$ cat src/rtl/prt_dp_axil_lb_bridge.sv
// AXI4-lite slave to simple local-bus master bridge, one transaction in flight.
// Optional read timeout (SLVERR response) enabled by PRT_DP_AXIL_LB_BRIDGE_TIMEOUT_EN.
module prt_dp_axil_lb_bridge #(
    parameter int unsigned P_ADR_WIDTH = 32,
    parameter int unsigned P_TIMEOUT   = 255
) (
    input  logic                   CLK_IN,
    input  logic                   RST_IN,

    input  logic [P_ADR_WIDTH-1:0] AXIL_AWADR,
    input  logic                   AXIL_AWVALID,
    output logic                   AXIL_AWREADY,
    input  logic [31:0]            AXIL_WDATA,
    input  logic                   AXIL_WVALID,
    output logic                   AXIL_WREADY,
    output logic [1:0]             AXIL_BRESP,
    output logic                   AXIL_BVALID,
    input  logic                   AXIL_BREADY,
    input  logic [P_ADR_WIDTH-1:0] AXIL_ARADR,
    input  logic                   AXIL_ARVALID,
    output logic                   AXIL_ARREADY,
    output logic [31:0]            AXIL_RDATA,
    output logic [1:0]             AXIL_RRESP,
    output logic                   AXIL_RVALID,
    input  logic                   AXIL_RREADY,

    output logic [P_ADR_WIDTH-1:0] LB_ADR,
    output logic                   LB_WR,
    output logic                   LB_RD,
    output logic [31:0]            LB_DIN,
    input  logic [31:0]            LB_DOUT,
    input  logic                   LB_VLD
);

    typedef enum logic [2:0] {
        IDLE,
        WR,
        BRSP,
        RD,
        RWAIT,
        RRSP
    } state_t;

    state_t state, state_nxt;

    logic wr_hs;
    logic rd_hs;
    logic rd_done;
    logic rd_err;
    logic tmo_hit;

    logic [P_ADR_WIDTH-1:0] adr_q;
    logic [31:0]            din_q;
    logic                   wr_q;
    logic                   rd_q;
    logic                   bvalid_q;
    logic [1:0]             bresp_q;
    logic                   rvalid_q;
    logic [31:0]            rdata_q;
    logic [1:0]             rresp_q;

`ifdef PRT_DP_AXIL_LB_BRIDGE_TIMEOUT_EN
    localparam logic [15:0] TMO_LIM = 16'(P_TIMEOUT);

    logic [15:0] tmo_cnt;

    assign tmo_hit = (tmo_cnt == TMO_LIM);

    always_ff @(posedge CLK_IN) begin
        if (RST_IN) begin
            tmo_cnt <= '0;
        end else if (rd_hs) begin
            tmo_cnt <= '0;
        end else if ((state == RD) || (state == RWAIT)) begin
            tmo_cnt <= tmo_cnt + 16'd1;
        end
    end
`else
    assign tmo_hit = 1'b0;
`endif

    always_comb begin
        state_nxt    = state;
        wr_hs        = 1'b0;
        rd_hs        = 1'b0;
        rd_done      = 1'b0;
        rd_err       = 1'b0;
        AXIL_AWREADY = 1'b0;
        AXIL_WREADY  = 1'b0;
        AXIL_ARREADY = 1'b0;
        case (state)
            IDLE: begin
                // Write and read ready are mutually exclusive; write takes priority.
                if (!RST_IN) begin
                    AXIL_AWREADY = AXIL_AWVALID & AXIL_WVALID;
                    AXIL_WREADY  = AXIL_AWVALID & AXIL_WVALID;
                    AXIL_ARREADY = AXIL_ARVALID & ~(AXIL_AWVALID & AXIL_WVALID);
                end
                wr_hs = AXIL_AWREADY;
                rd_hs = AXIL_ARREADY;
                if (wr_hs) begin
                    state_nxt = WR;
                end else if (rd_hs) begin
                    state_nxt = RD;
                end
            end
            WR: begin
                state_nxt = BRSP;
            end
            BRSP: begin
                if (AXIL_BREADY) begin
                    state_nxt = IDLE;
                end
            end
            RD, RWAIT: begin
                if (LB_VLD) begin
                    rd_done   = 1'b1;
                    state_nxt = RRSP;
                end else if (tmo_hit) begin
                    rd_err    = 1'b1;
                    state_nxt = RRSP;
                end else begin
                    state_nxt = RWAIT;
                end
            end
            RRSP: begin
                if (AXIL_RREADY) begin
                    state_nxt = IDLE;
                end
            end
            default: begin
                state_nxt = IDLE;
            end
        endcase
    end

    always_ff @(posedge CLK_IN) begin
        if (RST_IN) begin
            state <= IDLE;
        end else begin
            state <= state_nxt;
        end
    end

    always_ff @(posedge CLK_IN) begin
        if (RST_IN) begin
            adr_q    <= '0;
            din_q    <= '0;
            wr_q     <= 1'b0;
            rd_q     <= 1'b0;
            bvalid_q <= 1'b0;
            bresp_q  <= '0;
            rvalid_q <= 1'b0;
            rdata_q  <= '0;
            rresp_q  <= '0;
        end else begin
            wr_q <= wr_hs;
            rd_q <= rd_hs;

            if (wr_hs) begin
                adr_q <= AXIL_AWADR;
                din_q <= AXIL_WDATA;
            end else if (rd_hs) begin
                adr_q <= AXIL_ARADR;
            end

            if (state == WR) begin
                bvalid_q <= 1'b1;
                bresp_q  <= 2'b00;
            end else if ((state == BRSP) && AXIL_BREADY) begin
                bvalid_q <= 1'b0;
            end

            if (rd_done) begin
                rvalid_q <= 1'b1;
                rdata_q  <= LB_DOUT;
                rresp_q  <= 2'b00;
            end else if (rd_err) begin
                rvalid_q <= 1'b1;
                rdata_q  <= '0;
                rresp_q  <= 2'b10;
            end else if ((state == RRSP) && AXIL_RREADY) begin
                rvalid_q <= 1'b0;
            end
        end
    end

    assign LB_ADR      = adr_q;
    assign LB_DIN      = din_q;
    assign LB_WR       = wr_q;
    assign LB_RD       = rd_q;
    assign AXIL_BVALID = bvalid_q;
    assign AXIL_BRESP  = bresp_q;
    assign AXIL_RVALID = rvalid_q;
    assign AXIL_RDATA  = rdata_q;
    assign AXIL_RRESP  = rresp_q;

endmodule

$ cat config.mk
export PLATFORM = sky130hd
export DESIGN_NAME = prt_dp_axil_lb_bridge
export DESIGN_NICKNAME = d
export VERILOG_FILES = /design/src/rtl/prt_dp_axil_lb_bridge.sv
export SDC_FILE = /design/constraint.sdc
export NUM_CORES = 1
export LEC_CHECK = 0
export CORE_ASPECT_RATIO = 1.25
export CORE_MARGIN = 2
export CORE_UTILIZATION = 40
export DETAILED_ROUTE_END_ITERATION = 10
export PLACE_DENSITY = 0.81
export SLEW_MARGIN = 10
export SYNTH_ARGS = -nofsm -noshare
export SYNTH_HDL_FRONTEND = slang
export SYNTH_SLANG_ARGS = --single-unit
export TNS_END_PERCENT = 5
$ cat constraint.sdc
create_clock -name CLK_IN -period 2.9 [get_ports CLK_IN]
set_input_delay 0.87 -clock CLK_IN [delete_from_list [all_inputs] [get_ports CLK_IN]]
set_output_delay 0.87 -clock CLK_IN [all_outputs]
set_load 0.01 [all_outputs]
==> run summary <==
largest fanout of any net on the critical path -> 2
slew at the pin closest to its max-slew limit -> 0.683 ns
async set or reset register ratio after synthesis -> 0
Final min period -> 2.86 ns
number of violations of the max-capacitance limit -> 0
headroom to the max-slew limit -> 0.545
CTS H-Tree Depth -> 3
Worst-path clk slew -> 0.07 ns
net count of the finished layout -> 863
pin count of the biggest net entering global routing -> 89
Final Setup Violations -> 0
M3 GR Usage -> 0.0499
type of the tightest min-delay check -> reg -> reg
# fillers -> 896
weighted congestion reported at the end of routability-driven placement -> 0.848
top post-synthesis cells by area -> sky130_fd_sc_hd__dfxtp_1, sky130_fd_sc_hd__nand2b_1, sky130_fd_sc_hd__o21ai_0
run status -> completed
met2 GRT Util -> 0.389
number of max-slew violations in the final report -> 0
setup skew after layout -> 0.00525 ns
Synth Register Bits -> 103
number of detailed-routing iterations run before antenna repair -> 4
Yosys top cell area share -> 0.447
Clock Sinks -> 103
critical path data arrival time -> 1.99 ns
buffer count from post-CTS setup fixing -> 0
Yosys Warn Count -> 0
fraction of final layout cells sized beyond drive strength 1 -> 0.0519
post-route antenna net violation count -> 0
critical path's slowest cell -> sky130_fd_sc_hd__clkdlybuf4s50_1
Cells after Synth -> 520
number of CTS-inserted buffers -> 9
unrepaired setup endpoints after global routing -> no
library cell occupying the most area in the post-synthesis netlist -> sky130_fd_sc_hd__dfxtp_1
Detailed Route Iter0 Violations -> 180
clk_lat worst skew -> 0.34 ns
Total Negative Setup Slacks -> 0 ns
sum of internal, switching and leakage power -> 0.00359 W
total standard cell area after synthesis -> 4610 um2
total vias in the final route -> 4,620
DRC violations left -> 0
All-Layer GR Usage -> 0.226
cell area power density -> 494 nW/um2
count of standard-cell rows -> 43
Area growth, synth to finish -> 57.7%
portion of the post-synthesis area used by sequential elements -> 0.447
Core Box Area -> 11,200 um2
EDFF count, synth -> 0
number of primary I/O pins -> 243
crit start category -> primary input
number of hold violations in the final report -> 0
Detail Placement HPWL -> 10.2 mm
CTS max path bufs -> 2
flip-flop cell with the highest count after synthesis -> sky130_fd_sc_hd__dfxtp_1
Leakage -> 2.45 nW
most utilized layer in the global route result -> met2
post-synthesis average cell area -> 8.87 um2
first-pass GRT wire length -> 22.3 mm
Distinct cells, synth -> 32
routed wire length -> 14.8 mm
average routed wire per standard cell -> 17.1 um
number of I/O port buffers -> 238
clock tree from TritonCTS -> done
fmax -> 350 MHz
Die Y -> 124 um
top cells by count, synth -> sky130_fd_sc_hd__dfxtp_1, sky130_fd_sc_hd__nand2b_1, sky130_fd_sc_hd__o21ai_0
worst supply voltage drop on vdd -> 0.265 mV
setup slack of the worst register-to-register path -> 0.98 ns
Die Span X -> 100 um
clk root buf -> sky130_fd_sc_hd__clkbuf_16
via count of the first global-routing pass -> 4,496
final critical-path share of the clock period -> 0.986
crit path capture type -> primary output
initial cell density of the core -> 0.412
met1 Usage GRT -> 0.264
crit path kind -> in -> out
CP required -> 2.03 ns
crit-path max cell delay -> 0.43 ns
worst path cell trace -> clkdlybuf4s50_1 -> buf_4 -> a21bo_2 -> nor2_1 -> clkdlybuf4s15_1
vias per inst -> 5.33
number of antenna violations at the first check in global routing -> 0
most numerous cell in the Yosys netlist -> sky130_fd_sc_hd__dfxtp_1
number of inserted diodes -> 0
sum of overflow across all layers after global routing -> 0
area enclosed by the die boundary -> 12,400 um2
[per-layer routing]
layer	routed length, um	share of wire	up-vias
met4	530	0.036	0
met1	5940	0.40	2150
met2	7420	0.50	193
li1	-	-	2243
met3	933	0.063	34
met5	0	0	-
[power breakdown]
part	switching (W)	internal (W)	total (W)
sequential	0.0000531	0.00151	0.00156
clock	0.000529	0.000697	0.00123
combinational	0.000361	0.000441	0.000802
[metrics by stage]
stage               area, um2  instances  utilization  hold slack (ns)  worst slack [ns]
finish                   7280        867        0.650            0.475            0.0410
global route             7280        867        0.650            0.492           0.00411
global placement         6990        851        0.624            0.458            -0.310
CTS                      7280        867        0.651            0.478            0.0115
detailed placement       6990        851        0.624            0.464            -0.329
floorplan                4620        523            -            0.493            0.0693
[path summary, 6_finish.rpt]
path                                        to            from  depth (start not counted)
worst min-delay path            AXIL_RDATA[14]  AXIL_RDATA[14]                          2
worst max-delay path              AXIL_ARREADY    AXIL_AWVALID                          5
worst max register to register       LB_ADR[6]        state[2]                          4
worst min register to register  AXIL_RDATA[14]  AXIL_RDATA[14]                          2
[what timing repair did]
item,CTS,global route
hold buffers,0,0
endpoints found under the setup margin,3,3
gates cloned,0,0
hold endpoints to repair,0,0
pin swaps,0,0
resized for setup,6,3
[worst max-delay path: cells and delay by family]
family | cells | cell delay (ns)
AOI/OAI and AO/OA | 1 | 0.21
and+or+nand+nor | 1 | 0.08
buffers and inverters | 3 | 0.84
[layout make-up]
cell class	instances	area, um2	share of cell area
repair buffers	254	2500	0.344
multi-input cells	354	2230	0.306
flip-flops and latches	103	2060	0.283
clock buffers	12	246	0.0339
well taps	135	169	0.0232
clock inverters	4	53.8	0.00739
inverters	5	18.8	0.00258
[placed cells by master (no fill, tap or decap), types with 2 or more instances in the layout]
| master | synthesis | final |
|---|---|---|
| sky130_fd_sc_hd__nand2b_1 | 96 | 96 |
| sky130_fd_sc_hd__clkdlybuf4s50_1 | 0 | 234 |
| sky130_fd_sc_hd__dfxtp_1 | 103 | 103 |
| sky130_fd_sc_hd__nor3_1 | 32 | 32 |
| sky130_fd_sc_hd__mux2i_1 | 32 | 32 |
| sky130_fd_sc_hd__o31ai_1 | 2 | 2 |
| sky130_fd_sc_hd__a21oi_1 | 3 | 3 |
| sky130_fd_sc_hd__conb_1 | 1 | 4 |
| sky130_fd_sc_hd__buf_4 | 8 | 15 |
| sky130_fd_sc_hd__clkinvlp_4 | 0 | 2 |
| sky130_fd_sc_hd__and3b_1 | 2 | 2 |
| sky130_fd_sc_hd__clkbuf_16 | 0 | 9 |
| sky130_fd_sc_hd__clkbuf_2 | 2 | 2 |
| sky130_fd_sc_hd__o21ai_0 | 66 | 66 |
| sky130_fd_sc_hd__clkbuf_1 | 29 | 2 |
| sky130_fd_sc_hd__a311oi_1 | 32 | 32 |
| sky130_fd_sc_hd__nand2_1 | 2 | 2 |
| sky130_fd_sc_hd__a31oi_1 | 2 | 2 |
| sky130_fd_sc_hd__nor2_1 | 4 | 4 |
| sky130_fd_sc_hd__nor3b_1 | 2 | 2 |
| sky130_fd_sc_hd__nand3_1 | 64 | 64 |
| sky130_fd_sc_hd__inv_1 | 5 | 4 |
[registers in the layout, summed over array words and instances, names as in the netlist]
signal       flops
LB_ADR          32
AXIL_BVALID      1
state            3
LB_RD            1
AXIL_RVALID      1
AXIL_RDATA      32
LB_WR            1
LB_DIN          32
[kinds of logic after synthesis]
group                  share of synthesized area
DFF                                        0.447
muxes                                     0.0694
AOI/OAI and AO/OA                          0.152
other                                   0.000813
buffers and inverters                     0.0732
and+or+nand+nor                            0.257
Note: power is estimated with default switching activity, not from simulation.
